<file path="config.mk">
export PLATFORM = sky130hd
export DESIGN_NAME = axis_pkt_rr_arbiter
export DESIGN_NICKNAME = d
export VERILOG_FILES = /design/src/rtl/axis_arb_pkg.sv /design/src/rtl/rr_pick.sv /design/src/rtl/axis_pkt_rr_arbiter.sv
export SDC_FILE = /design/constraint.sdc
export NUM_CORES = 1
export LEC_CHECK = 0
export BUFFER_PORTS_ARGS = -buffer_cell sky130_fd_sc_hd__buf_2
export CORE_MARGIN = 1
export CORE_UTILIZATION = 28
export CTS_CLUSTER_SIZE = 12
export DETAILED_ROUTE_END_ITERATION = 10
export GPL_TIMING_DRIVEN = 0
export MAX_ROUTING_LAYER = met4
export PLACE_DENSITY = 0.75
export SYNTH_ARGS = -nofsm -noshare
export SYNTH_HDL_FRONTEND = slang
export SYNTH_SLANG_ARGS = --single-unit
</file>
<file path="constraint.sdc">
create_clock -name aclk -period 1.4 [get_ports aclk]
set_input_delay 0.28 -clock aclk [delete_from_list [all_inputs] [get_ports aclk]]
set_output_delay 0.28 -clock aclk [all_outputs]
set_load 0.05 [all_outputs]
</file>
<file path="src/rtl/axis_arb_pkg.sv">
// Shared defaults, FSM encoding and elaboration helpers for the packet round-robin arbiter.
package axis_arb_pkg;

  localparam int TDATA_W_DEF = 24;
  localparam int TUSER_W_DEF = 1;

  typedef enum logic {
    IDLE = 1'b0,
    XFER = 1'b1
  } state_t;

  function automatic int clog2(input int value);
    int r;
    int v;
    r = 0;
    v = value - 1;
    while (v > 0) begin
      r++;
      v = v >> 1;
    end
    return r;
  endfunction

endpackage

</file>
<file path="src/rtl/rr_pick.sv">
// Combinational round-robin picker: first set req bit after 'last', wrapping; zero latency.
module rr_pick
  import axis_arb_pkg::*;
#(
  parameter int NUM_SI  = 2,
  parameter int GRANT_W = 1
) (
  input  logic [NUM_SI-1:0]  req,
  input  logic [GRANT_W-1:0] last,
  output logic [GRANT_W-1:0] gnt_idx,
  output logic               gnt_vld
);

  // Offset k=1 is the highest priority, k=NUM_SI (last itself) the lowest.
  always_comb begin
    gnt_idx = '0;
    gnt_vld = 1'b0;
    for (int k = 1; k <= NUM_SI; k++) begin
      if (!gnt_vld && req[(int'(last) + k) % NUM_SI]) begin
        gnt_vld = 1'b1;
        gnt_idx = GRANT_W'((int'(last) + k) % NUM_SI);
      end
    end
  end

endmodule

</file>
<file path="src/rtl/axis_pkt_rr_arbiter.sv">
// Packet-granular AXIS round-robin arbiter; one registered grant cycle, then zero-latency pass-through.
// Backpressure flows straight from m_axis_tready to the granted source; no internal buffering.
module axis_pkt_rr_arbiter
  import axis_arb_pkg::*;
#(
  parameter  int NUM_SI  = 2,
  parameter  int TDATA_W = TDATA_W_DEF,
  parameter  int TUSER_W = TUSER_W_DEF,
  localparam int GRANT_W = (clog2(NUM_SI) > 1) ? clog2(NUM_SI) : 1,
  localparam int TKEEP_W = TDATA_W / 8
) (
  input  logic                      aclk,
  input  logic                      areset,
  input  logic [NUM_SI-1:0]         arb_en,
  input  logic [NUM_SI-1:0]         s_axis_tvalid,
  output logic [NUM_SI-1:0]         s_axis_tready,
  input  logic [NUM_SI*TDATA_W-1:0] s_axis_tdata,
  input  logic [NUM_SI*TKEEP_W-1:0] s_axis_tkeep,
  input  logic [NUM_SI-1:0]         s_axis_tlast,
  input  logic [NUM_SI*TUSER_W-1:0] s_axis_tuser,
  output logic                      m_axis_tvalid,
  input  logic                      m_axis_tready,
  output logic [TDATA_W-1:0]        m_axis_tdata,
  output logic [TKEEP_W-1:0]        m_axis_tkeep,
  output logic                      m_axis_tlast,
  output logic [TUSER_W-1:0]        m_axis_tuser,
  output logic [GRANT_W-1:0]        m_axis_tdest,
  output logic                      busy,
  output logic                      pkt_done
);

  state_t               state;
  state_t               state_nxt;
  logic [GRANT_W-1:0]   grant;
  logic [GRANT_W-1:0]   last_grant;
  logic [NUM_SI-1:0]    req;
  logic [GRANT_W-1:0]   pick_idx;
  logic                 pick_vld;
  logic                 xfer_end;

  assign req = s_axis_tvalid & arb_en;

  rr_pick #(
    .NUM_SI  (NUM_SI),
    .GRANT_W (GRANT_W)
  ) u_rr_pick (
    .req     (req),
    .last    (last_grant),
    .gnt_idx (pick_idx),
    .gnt_vld (pick_vld)
  );

  always_ff @(posedge aclk or posedge areset) begin
    if (areset) begin
      state <= IDLE;
    end else begin
      state <= state_nxt;
    end
  end

  // Outputs are decoded from state so an async reset silences both sides immediately.
  always_comb begin
    state_nxt     = state;
    xfer_end      = 1'b0;
    s_axis_tready = '0;
    m_axis_tvalid = 1'b0;
    m_axis_tdata  = '0;
    m_axis_tkeep  = '0;
    m_axis_tlast  = 1'b0;
    m_axis_tuser  = '0;
    m_axis_tdest  = '0;
    case (state)
      IDLE: begin
        if (pick_vld) begin
          state_nxt = XFER;
        end
      end
      XFER: begin
        m_axis_tvalid        = s_axis_tvalid[grant];
        m_axis_tdata         = s_axis_tdata[grant*TDATA_W +: TDATA_W];
        m_axis_tkeep         = s_axis_tkeep[grant*TKEEP_W +: TKEEP_W];
        m_axis_tlast         = s_axis_tlast[grant];
        m_axis_tuser         = s_axis_tuser[grant*TUSER_W +: TUSER_W];
        m_axis_tdest         = grant;
        s_axis_tready[grant] = m_axis_tready;
        xfer_end             = s_axis_tvalid[grant] & m_axis_tready & s_axis_tlast[grant];
        if (xfer_end) begin
          state_nxt = IDLE;
        end
      end
    endcase
  end

  // last_grant only moves on a completed packet, so an aborted one never advances rotation.
  always_ff @(posedge aclk or posedge areset) begin
    if (areset) begin
      grant      <= '0;
      last_grant <= GRANT_W'(NUM_SI - 1);
      busy       <= 1'b0;
      pkt_done   <= 1'b0;
    end else begin
      pkt_done <= 1'b0;
      if (state == IDLE && pick_vld) begin
        grant <= pick_idx;
        busy  <= 1'b1;
      end
      if (state == XFER && xfer_end) begin
        last_grant <= grant;
        busy       <= 1'b0;
        pkt_done   <= 1'b1;
      end
    end
  end

endmodule

</file>
==> results.toml <==
[outcome]
outcome = "complete, but fails checks"
violations = "negative setup slack"

[logic_synthesis]
synth_compound_area_share_pct = 3.88
synth_cell_types = 18
synthSimpleGateAreaFrac_pct = 32.4
synth.top_cell.area_share_pct = 37.5
synth_flop_cell = "dfrtp_1"
synth_largest_area_cell = "mux2i_1"
synth_top_family_by_area = "multiplexers"
ys_warn_count = 0
synth_cells = 90
synthTopCellsByCount = "mux2i_1, nor2b_1, buf_2, dfrtp_1, nand2_1"
syn_avg_cell_area_um2 = 8.59
async_flop_share_pct = 100
synth_xor_area_share_pct = 0
syn_nets = 155
syn_area_um2 = 773
synth_seq_cells = 5
synthAdderAreaFrac_pct = 0
synth.area.mux_share_pct = 41.4
synth.area.top_cells = "mux2i_1, nor2b_1, dfrtp_1"
synth-seq-area-share_pct = 16.3
synth-edff-count = 0

[timing]
slew_headroom_pct = 82.4
layout_setup_ws_ns = -0.329
min_period_ns = 1.73
skew_ns = 0.000471
fin_crit_sh_pct = 124
finalSetupViolCount = 36
hold_viol_final = 0
worstMarginPinSlew_ns = 0.266
holdWs_ns = 0.355
rsz0062_at_grt = "yes"
drv_slew = 0
max_freq_mhz = 578

[setup_path]
critPathCaptureType = "primary output"
crit_path_start = "grant"
start_kind = "flip-flop"
path_buf_inv = 3
cp.arrival_ns = 1.45
worstPathRequired_ns = 1.12
regToRegStartpoint = "grant"
crit_family = "buffers and inverters"
worstPathCellList = "buf_8 > buf_6 > mux2i_4 > nor2b_2 > buf_6"
path_common_cell = "buf_6"
criticalPathCategory = "reg -> out"
path_max_fanout = 8
max_stage_delay_ns = 0.38
rr_worst_depth = 6
cpMaxStageDelayCell = "dfrtp_1"
path_depth = 5

[drt]
drc = 0
drtIter0Drc = 9
vias = 1189
finalWirelength_um = 3970
first_pass_iters = 4
antenna_left = 0
viasPerCell = 5.02
wl_per_cell_um = 16.7

[pwr]
p_clk_share_pct = 3.0
switching_power_mw = 2.92
seqPwrFrac_pct = 4.3
ir_drop_mv = 2.04
power_mw = 5.87
power.density_nw_per_um2 = 2590
switching_share_pct = 49.8
p_leak_nw = 1.16
p_int_mw = 2.94
p_comb_share_pct = 92.6

[floorplanning]
dieArea_um2 = 2980
rows = 18
die_w_um = 54.6
die_h_um = 54.6
initial_utilization_pct = 30.4
coreArea_um2 = 2540
io_pins = 100

[clock_network]
cts_inserted_buffers = 3
clock_latency_ns = 0.25
htreeDepth = 1
clockBufferDepth = 2
clk_pin_slew_worst_paths_ns = 0.05
cts_root_buf = "clkbuf_4"
cts_tree = "done"
cts.sinks = 5

[finish]
drive_gt1_share_pct = 89.4
layout.nets = 273
fill_cells = 108
n_antenna_cell = 0
area_growth_syn_to_layout_pct = 193

[flow_run]
cap_violations = 0

[grt]
grt-ovfl-total = 0
grt_pass1_vias = 1141
grt_max_degree = 11
antenna_found_initial = 0
grt_pass1_wl_um = 4690
grt.total_usage_pct = 23.2

[hold_path]
holdCritPathClass = "in -> reg"
hold_path_depth = 3
hold_start = "m_axis_tready"

[placement]
io_buffers = 99
gp_congestion = 0.798
hpwl_um = 2060
final cells by class:
cell class	count	area [um^2]	share of cell area (%)
clock buffer	4	26.3	1.16
sequential	5	126	5.58
buffer	8	126	5.58
multi-input combinational	75	1060	46.7
inverter	2	7.51	0.331
tap	30	37.5	1.66
timing repair buffer	113	883	39.0
cell families after synthesis:
logic type,count (synthesis)
buffers and inverters,10
AO/OA/AOI/OAI,4
flip-flops,5
multiplexers,31
AND/OR/NAND/NOR,40
per-layer routing:
layer	up-vias	GRT usage, %	wire [um]
met5	-	-	0
met4	0	9.83	153
met3	19	4.44	344
met2	88	47.4	2170
met1	541	20.0	1300
li1	541	-	-
power groups by stage:
| stage | Sequential (mW) | Combinational, mW | Clock (mW) |
|---|---|---|---|
| after floorplan | 0.312 | 2.81 | 0 |
| after global placement | 0.245 | 3.41 | 0 |
| after detailed placement | 0.247 | 3.46 | 0 |
| after CTS | 0.247 | 4.94 | 0.176 |
| after global routing | 0.255 | 5.63 | 0.186 |
| final | 0.255 | 5.43 | 0.178 |
path summary, 6_finish.rpt:
check                             endpoint  slack [ns]
max                        m_axis_tkeep[2]       -0.33
max reg2reg                     last_grant       -0.20
min in group asynchronous         pkt_done        0.48
min reg2reg                           busy        0.53
max in group asynchronous       last_grant        0.68
min                               pkt_done        0.35
worst reg2reg max path: stages, from the launching register on:
cell and delay [ns]:
dfrtp_1 0.38, buf_8 0.16, buf_4 0.16, mux2i_4 0.19, buf_4 0.13, nand4b_4 0.19, mux2_4 0.31
repair_timing:
action | in CTS | in global routing
setup buffers | 8 | 2
endpoints found under the hold margin | 4 | 0
pin swaps | 2 | 0
hold buffers | 1 | 0
gates resized for setup | 119 | 26
gates cloned | 2 | 1
endpoints found under the setup margin | 33 | 37
registers in the layout, indices dropped and copies added, names as in the netlist:
register,flops
busy,1
grant,1
last_grant,1
pkt_done,1
state,1
cell usage in the layout, fill, tap and decap left out, types with 2 or more instances in the layout:
cell / netlist / layout
buf_2: 4 / 66
buf_6: 0 / 30
mux2i_4: 0 / 21
nor2b_4: 0 / 19
nor2b_2: 0 / 10
buf_4: 1 / 8
buf_8: 0 / 7
mux2i_1: 29 / 5
clkbuf_4: 0 / 5
dfrtp_1: 4 / 4
nand2_1: 4 / 3
buf_12: 0 / 3
mux2i_2: 0 / 3
mux2_4: 2 / 2
inv_1: 2 / 2
clkbuf_16: 0 / 2
and2_4: 0 / 2
nor2_1: 3 / 2
stage by stage:
| stage | cell area, um^2 | util, % | cells | worst slack, ns | TNS [ns] |
|---|---|---|---|---|---|
| floorplan | 955 | - | 90 | -0.183 | -2.18 |
| global placement | 1490 | 58.5 | 219 | -0.278 | -6.26 |
| detailed placement | 1490 | 58.5 | 219 | -0.294 | -7.06 |
| CTS | 2090 | 82.1 | 234 | -0.313 | -8.27 |
| global route | 2270 | 89.0 | 237 | -0.342 | -10.58 |
| finish | 2270 | 89.0 | 237 | -0.329 | -9.49 |
Note: power is estimated with default switching activity, not from simulation.
